### config.mk
export PLATFORM = sky130hd
export DESIGN_NAME = dac_output_stage
export DESIGN_NICKNAME = d
export VERILOG_FILES = /design/src/rtl/dac_stage_pkg.sv /design/src/rtl/dac_sat_add.sv /design/src/rtl/dac_output_stage.sv
export SDC_FILE = /design/constraint.sdc
export NUM_CORES = 1
export LEC_CHECK = 0
export ABC_AREA = 1
export ABC_CLOCK_PERIOD_IN_PS = 8420
export BUFFER_PORTS_ARGS = -buffer_cell sky130_fd_sc_hd__buf_4
export CORE_MARGIN = 5
export CORE_UTILIZATION = 60
export CTS_CLUSTER_DIAMETER = 120
export DETAILED_ROUTE_END_ITERATION = 12
export GPL_TIMING_DRIVEN = 0
export PLACE_DENSITY = 0.83
export SLEW_MARGIN = 30
export SYNTH_ARGS = -nofsm -noshare
export SYNTH_HDL_FRONTEND = slang
export SYNTH_SLANG_ARGS = --single-unit
### constraint.sdc
create_clock -name clk -period 8.42 [get_ports clk]
set_clock_uncertainty 0.15 [all_clocks]
set_input_delay 1.684 -clock clk [delete_from_list [all_inputs] [get_ports clk]]
set_output_delay 1.684 -clock clk [all_outputs]
set_load 0.01 [all_outputs]
### src/rtl/dac_stage_pkg.sv
// dac_stage_pkg: shared widths, DAC constants and window FSM states for the DAC output stage.
package dac_stage_pkg;
    localparam int DEF_DSP_W = 13;
    localparam int DEF_DAC_W = 14;
    localparam int DEF_CNT_W = 8;
    localparam logic [13:0] DAC_MIDSCALE = 14'h2000;
    localparam int SAT_MAX = 8191;
    localparam int SAT_MIN = -8192;
    typedef enum logic [1:0] {IDLE, DELAY, ACTIVE} state_t;
endpackage

### src/rtl/dac_sat_add.sv
// dac_sat_add: signed sample plus offset, clamped to the DAC range with a saturation flag.
module dac_sat_add import dac_stage_pkg::*; #(
    parameter int DSP_W = DEF_DSP_W,
    parameter int DAC_W = DEF_DAC_W
) (
    input  logic signed [DSP_W-1:0] sample,
    input  logic signed [DAC_W-1:0] offset,
    output logic signed [DAC_W-1:0] result,
    output logic                    sat
);
    localparam logic signed [DAC_W:0] HI = (DAC_W+1)'(SAT_MAX);
    localparam logic signed [DAC_W:0] LO = (DAC_W+1)'(SAT_MIN);
    logic signed [DAC_W:0] sum;
    always_comb begin
        sum = (DAC_W+1)'(sample) + (DAC_W+1)'(offset);
        sat = sum > HI || sum < LO;
        result = sum > HI ? HI[DAC_W-1:0] : sum < LO ? LO[DAC_W-1:0] : sum[DAC_W-1:0];
    end
endmodule

### src/rtl/dac_output_stage.sv
// dac_output_stage: strobe-windowed offset/saturate/invert of DSP samples into an offset-binary DAC word,
// with a per-window saturation event counter.
module dac_output_stage import dac_stage_pkg::*; #(
    parameter int DSP_W = DEF_DSP_W,
    parameter int DAC_W = DEF_DAC_W,
    parameter int CNT_W = DEF_CNT_W
) (
    input  logic                    clk,
    input  logic                    rst,
    input  logic signed [DSP_W-1:0] dsp_in,
    input  logic                    bunch_strb,
    input  logic        [CNT_W-1:0] start_dly,
    input  logic        [CNT_W-1:0] gate_len,
    input  logic signed [DAC_W-1:0] dac_offset,
    input  logic                    polarity,
    output logic        [DAC_W-1:0] dac_out,
    output logic                    gate_active,
    output logic        [CNT_W-1:0] sat_count
);
    localparam logic signed [DAC_W-1:0] VMAX = DAC_W'(SAT_MAX);
    localparam logic signed [DAC_W-1:0] VMIN = DAC_W'(SAT_MIN);
    state_t state, state_nxt;
    logic prev, strb_edge, in_win, gated, pol_s, pol_e, pol1, g1, sat;
    logic [CNT_W-1:0] sd_s, gl_s, sd_e, gl_e;
    logic signed [DAC_W-1:0] off_s, off_e, off1, clamped, val;
    logic signed [DSP_W-1:0] d1;
    logic [CNT_W:0] n_cnt, n_cur, n_nxt, win_beg, win_end;

    dac_sat_add #(.DSP_W(DSP_W), .DAC_W(DAC_W)) u_sat (
        .sample(d1),
        .offset(off1),
        .result(clamped),
        .sat(sat)
    );

    // The edge-cycle sample already belongs to the new window, so it sees the live config.
    always_comb begin
        strb_edge = bunch_strb && !prev;
        sd_e = strb_edge ? start_dly : sd_s;
        gl_e = strb_edge ? gate_len : gl_s;
        off_e = strb_edge ? dac_offset : off_s;
        pol_e = strb_edge ? polarity : pol_s;
        n_cur = strb_edge ? '0 : n_cnt;
        n_nxt = n_cur + (CNT_W+1)'(1);
        win_beg = {1'b0, sd_e};
        win_end = win_beg + {1'b0, gl_e};
        in_win = strb_edge || state != IDLE;
        gated = in_win && n_cur >= win_beg && n_cur < win_end;
        state_nxt = !in_win || gl_e == '0 || n_nxt >= win_end ? IDLE : n_nxt >= win_beg ? ACTIVE : DELAY;
        val = !pol1 ? clamped : clamped == VMIN ? VMAX : -clamped;
    end

    always_ff @(posedge clk) begin
        if (rst) begin
            prev <= 1'b1;
            state <= IDLE;
            n_cnt <= '0;
            sd_s <= '0;
            gl_s <= '0;
            off_s <= '0;
            pol_s <= 1'b0;
            d1 <= '0;
            off1 <= '0;
            pol1 <= 1'b0;
            g1 <= 1'b0;
            dac_out <= DAC_MIDSCALE;
            gate_active <= 1'b0;
            sat_count <= '0;
        end else begin
            prev <= bunch_strb;
            state <= state_nxt;
            n_cnt <= n_nxt;
            sd_s <= sd_e;
            gl_s <= gl_e;
            off_s <= off_e;
            pol_s <= pol_e;
            d1 <= dsp_in;
            off1 <= off_e;
            pol1 <= pol_e;
            g1 <= gated;
            dac_out <= g1 ? val ^ DAC_MIDSCALE : DAC_MIDSCALE;
            gate_active <= g1;
            sat_count <= strb_edge ? '0 : g1 && sat && sat_count != '1 ? sat_count + CNT_W'(1) : sat_count;
        end
    end
endmodule

Yosys cells after proc, flatten, opt, wreduce, memory -nomap -nowiden
Index checks and enable logic that the tools add are counted.
Widths: inputs -> output; s select.
{"block": "classes", "magnitude_cmp": 6, "n_mux": 8, "reduce_logical": 16, "n_eq_ne": 2, "n_bitwise": 2, "addsub": 5}
{"op": "$mux 14", "count": 4}
{"op": "$ge 9x8->1", "count": 2}
{"op": "$mux 8", "count": 2}
{"op": "$add 13x14->15", "count": 1}
{"op": "$gt 15x14->1 const B", "count": 1}
{"op": "$lt 15x14->1 const B", "count": 1}
{"op": "$eq 14x14->1 const B", "count": 1}
{"op": "$neg 14->14", "count": 1}
{"op": "$add 8x8->9", "count": 1}
{"op": "$add 9x1->9 const B", "count": 1}
{"op": "$ge 9x9->1", "count": 1}
{"op": "$lt 9x9->1", "count": 1}
{"op": "$mux 9", "count": 1}
{"op": "$add 8x1->8 const B", "count": 1}
{"op": "$logic_not 8->1", "count": 1}
{"op": "$ne 8x8->1 const B", "count": 1}
{"op": "$reduce_or 2->1", "count": 3}
{"op": "$logic_and 1x1->1", "count": 5}
{"op": "$logic_or 1x1->1", "count": 4}
{"op": "$logic_not 1->1", "count": 2}
{"op": "$mux 2", "count": 1}
{"op": "$not 1->1", "count": 2}
{"op": "$reduce_bool 2->1", "count": 1}
{"block": "word_totals", "regBits": 80, "elab_cells": 51, "inputBits": 47}

Longest topological paths before layout
{"block": "logic_depth", "ltp_word": 8, "depth_mapped": 25, "mapped_depth_nobuf": 24}

By module
A second synthesis with hierarchy kept.
{"block": "hier_totals", "hier_cells": 813, "hier_area_um2": 5407.7}
{"module": "dac_output_stage", "n_inst": 1, "cells_per_inst": 642, "area_each_um2": 4438.0}
{"module": "dac_sat_add", "n_inst": 1, "cells_per_inst": 171, "area_each_um2": 969.7}

Worst setup path after synthesis
Ideal clock, no wire load.
{"block": "synth_timing", "path_type": "input to register", "start": "in bunch_strb", "end": "reg g1", "arrival_time_ns": 4.813, "path_buffers": 3, "slack_ns": 3.365, "cell_stages": 19, "t_required_ns": 8.178, "cell_sequence": "inv_1 > nor2_1 > clkbuf_1 > inv_1 > clkbuf_1 > clkbuf_1 > o21ai_0 > inv_1 > ha_1 > fa_1 > nand3_1 > nand2_1 > a21oi_1 > o21ai_0 > a21o_1 > a21oi_1 > ha_1 > a21o_1 > nor4_1"}
{"block": "synth_between", "elab_chain_len": 5, "elab_cells_between_ends": 10, "classes_between": "add/sub: 1; order compare: 2; mux: 3; reduce/logical: 4"}
{"element": "from (decl)", "line": "dac_output_stage.sv:11", "source": "input logic bunch_strb,"}
{"element": "$logic_and 1x1->1 (*)", "line": "dac_output_stage.sv:38", "source": "strb_edge = bunch_strb && !prev;"}
{"element": "$mux 8 (*)", "line": "dac_output_stage.sv:39", "source": "sd_e = strb_edge ? start_dly : sd_s;"}
{"element": "named net sd_e[0]", "line": "dac_output_stage.sv:24", "source": "logic [CNT_W-1:0] sd_s, gl_s, sd_e, gl_e;"}
{"element": "$add 8x8->9 / $ge 9x8->1 (equally long branches)", "line": "dac_output_stage.sv:46, dac_output_stage.sv:48"}
{"element": "$lt 9x9->1 / $logic_and 1x1->1 (equally long branches)", "line": "dac_output_stage.sv:48", "source": "gated = in_win && n_cur >= win_beg && n_cur < win_end;"}
{"element": "$logic_and 1x1->1 (*)", "line": "dac_output_stage.sv:48"}
{"element": "to (signal assigned)", "line": "dac_output_stage.sv:80", "source": "g1 <= gated;"}
{"element": "to (decl)", "line": "dac_output_stage.sv:23", "source": "logic prev, strb_edge, in_win, gated, pol_s, pol_e, pol1, g1, sat;"}
The timed path passes the listed nets; every way through them passes the cells marked *.
A chain may end at the register's enable or synchronous reset.

Worst setup path in the final report
{"block": "layout_timing", "start": "in bunch_strb", "end": "reg state[1]"}
{"block": "layout_between", "elab_chain_len": 6, "elab_cells_between_ends": 15, "classes_between": "add/sub: 2; order compare: 2; mux: 4; reduce/logical: 7"}
{"element": "$logic_and 1x1->1 (*)", "line": "dac_output_stage.sv:38"}
{"element": "$mux 8 (*)", "line": "dac_output_stage.sv:39"}
{"element": "named net sd_e[2]", "line": "dac_output_stage.sv:24"}
{"element": "$add 8x8->9", "line": "dac_output_stage.sv:46", "source": "win_end = win_beg + {1'b0, gl_e};"}
{"element": "$ge 9x9->1", "line": "dac_output_stage.sv:49", "source": "state_nxt = !in_win || gl_e == '0 || n_nxt >= win_end ? IDLE : n_nxt >= win_beg ? ACTIVE : DELAY;"}
{"element": "$logic_or 1x1->1", "line": "dac_output_stage.sv:49"}
{"element": "$reduce_or 2->1 (no source line)"}
{"element": "to (signal assigned)", "line": "dac_output_stage.sv:71", "source": "state <= state_nxt;"}
{"element": "to (decl)", "line": "dac_output_stage.sv:22", "source": "state_t state, state_nxt;"}
Marked as above.

==> key figures <==
Detailed routing
  • Via total after detailed routing: 4878
  • Via density: 5.26
  • DRT Pass-1 Iters: 5
  • First DRT Iteration DRCs: 175
  • DR WL met3: 427 um
  • DRT Wirelength: 12300 um
  • Uppermost layer routed: met4
  • Met2 WL post-DR: 6570 um
  • Residual DRC: 0
  • Wl on met1: 5070 um
  • DRT antenna net count: 0
  • WL/cell: 13.2 um

Pwr
  • Power Dens Cells: 158 nW/um^2
  • Worst vdd ir: 0.0912 mV
  • Lkg Pwr: 3.36 nW

Yosys
  • EDFF count, synth: 0
  • Post-synthesis sequential area ratio: 0.309
  • Synth warnings: 0
  • Yosys cell types: 42
  • Mapped cell area: 5190 um^2
  • Post-Synthesis Cells: 737
  • Top FF cell, synth: dfxtp_1
  • Async set-reset flop share out of synthesis: 0
  • Mean Syn Cell Area: 7.04 um^2
  • #FFs+latches synth: 80
  • Syn nets: 845

Global routing
  • GRT Overall Usage: 0.242
  • Remaining global-route overflow: 0
  • Largest net degree at the start of global routing: 13
  • Initial antenna violation count: 0
  • First-pass GRT wire length: 20400 um
  • Vias in the first global route: 4697

Clocking
  • CTS root buffer: clkbuf_8
  • Postcts setup bufs: 0
  • Clock Sinks: 80
  • Worst-Skew Late Latency: 350 ps
  • Clock-pin transition on the worst setup and hold timing paths: 80 ps
  • Number of buffers created by CTS: 9
  • H-tree depth: 3
  • CTS tree: done
  • Hold Buf Count CTS: 0
  • Post-CTS Resized: 0
  • CTS Buffer Depth: 2

Layout
  • Commonest non-fill, non-tap cell in the layout: nor2_1
  • Cell area after layout: 6050 um^2
  • Nets: 925
  • Layout cell share with drive strength beyond 1: 0.166
  • Synthesis-to-layout area growth: 16.6%
  • Final design utilization: 0.704
  • Antenna cells: 0
  • Most frequent cells in the layout: nor2_1 (122), nand2_1 (120), inv_1 (109), dfxtp_1 (80), buf_4 (70)

Setup path
  • Crit-path max cell delay: 520 ps
  • WP data required: 8560 ps
  • Critical path data arrival time: 6070 ps
  • CP Launch Type: primary input
  • Critical Path Fanout Max: 10
  • Crit path kind: primary input to register
  • Critical-path top delay cell: o21ai_0
  • CP Cell Sequence: buf_4, inv_1, nor2_1, clkbuf_1, inv_1, clkbuf_1, clkbuf_1, o21ai_0, inv_1, ha_1, a21oi_1, nand2_1, a21oi_1, o21bai_1, nand2_1, nand2_1, a21oi_1, xor2_1, ha_1, a21oi_1, o221ai_1, a21oi_1
  • Crit path max-delay family: compound AO/OA/AOI/OAI gates
  • WP buf/inv: 7
  • Cell mode on critical path: a21oi_1
  • Flop2flop setup slack: 3620 ps
  • Critical Path Sink Type: register

Floorplanning
  • # IOs: 70
  • Die width: 103 um
  • Row count: 34
  • Initial core utilization: 0.604
  • Total core area: 8590 um^2
  • DIE AREA: 10600 um^2
  • Die height: 103 um

STA
  • Slew @ Worst Pin: 625 ps
  • Final setup vio count: 0
  • RSZ-0062 raised after global routing: no
  • Slew headroom: 0.579
  • Post-route minimum period: 5930 ps
  • Worst setup margin: 2490 ps
  • TNS Setup: 0 ps
  • Fin Hold WS: 367 ps
  • Final Hold Fails: 0
  • Max Slew Vio Count: 0
  • Maximum clock frequency: 169 MHz
  • Final cycle utilization of the critical path: 0.705

Flow run
  • Max cap viols: 0

Placed design
  • PortBufs: 69
  • Setup slack at placement: 2110 ps
  • Post-DP HPWL: 9880 um
  • Placed Area: 5840 um^2
  • GPL Wtd Cong: 0.873

Run status
  • Outcome: completed

Worst hold path
  • HP Class: register to register
## synth_stat cells (3+ instances only)
library cell  instances  area (um^2)
nor2_1              122          458
clkbuf_1             11         41.3
or2_2                18          113
ha_1                 59          738
nor4_1                3         18.8
nor2_4                3         33.8
xor2_1               16          140
nor3_1                5         25.0
nand2_1             120          450
o21bai_1              3         22.5
a21oi_1              43          215
nand3_2               4         40.0
dfxtp_1              80         1600
inv_2                 5         18.8
nor2_2                3         18.8
nand3_1              35          175
a21o_1                4         30.0
inv_1               109          409
xnor2_1               7         61.3
nand4_1               9         56.3
nand2_2               9         56.3
o21ai_0              41          205
## area by class of cell
cell class	instances	area, um^2
timing repair buffer	69	518
clock buffer	10	138
fill	738	2540
clock inverter	4	70.1
sequential	80	1600
multi-input combinational	527	3090
buffer	15	67.6
inverter	115	432
tap	108	135
## final timing paths
kind / start / cells after the start / to
worst max-delay path: bunch_strb / 22 / state[1]
worst min-delay path: off1[1] / 2 / off1[1]
worst max register to register: prev / 20 / state[1]
worst min register to register: off1[1] / 2 / off1[1]
## routing by layer
metal / GRT usage / vias up
met4: 0.0657 / 0
met3: 0.0352 / 12
met2: 0.467 / 89
met1: 0.274 / 2271
met5: 0 / -
li1: - / 2506
## tightest hold or removal path: cells and delay by family (launching register included)
family | cells | cell delay, ps
DFF | 1 | 320
AOI/OAI and AO/OA | 1 | 70
buffers and inverters | 1 | 90
## metrics by stage
step,instances,power [mW]
finish,928,0.957
global route,928,1.02
CTS,928,0.960
detailed placement,914,0.657
global placement,914,0.648
floorplan,737,0.590
## cell families after synthesis
kind of cell	Yosys count	share of synthesized area
simple gates	340	0.298
flops	80	0.309
fa+ha+maj	61	0.150
buf+inv	130	0.0962
xor+xnor	23	0.0388
compound gates	103	0.109
## state kept, by name, summed over array words and instances, names as in the netlist
name,cells
pol1,1
gate_active,1
g1,1
gl_s,8
d1,13
off1,14
prev,1
sat_count,8
dac_out,14
sd_s,8
n_cnt,9
state,2
## report_power, final
group | internal, mW | total (mW) | leakage (nW) | switching [mW]
sequential | 0.392 | 0.398 | 0.653 | 0.00570
clock | 0.171 | 0.308 | 0.108 | 0.137
combinational | 0.100 | 0.251 | 2.60 | 0.151
total | 0.664 | 0.957 | 3.36 | 0.293
Power figures use the tool's default switching activity.
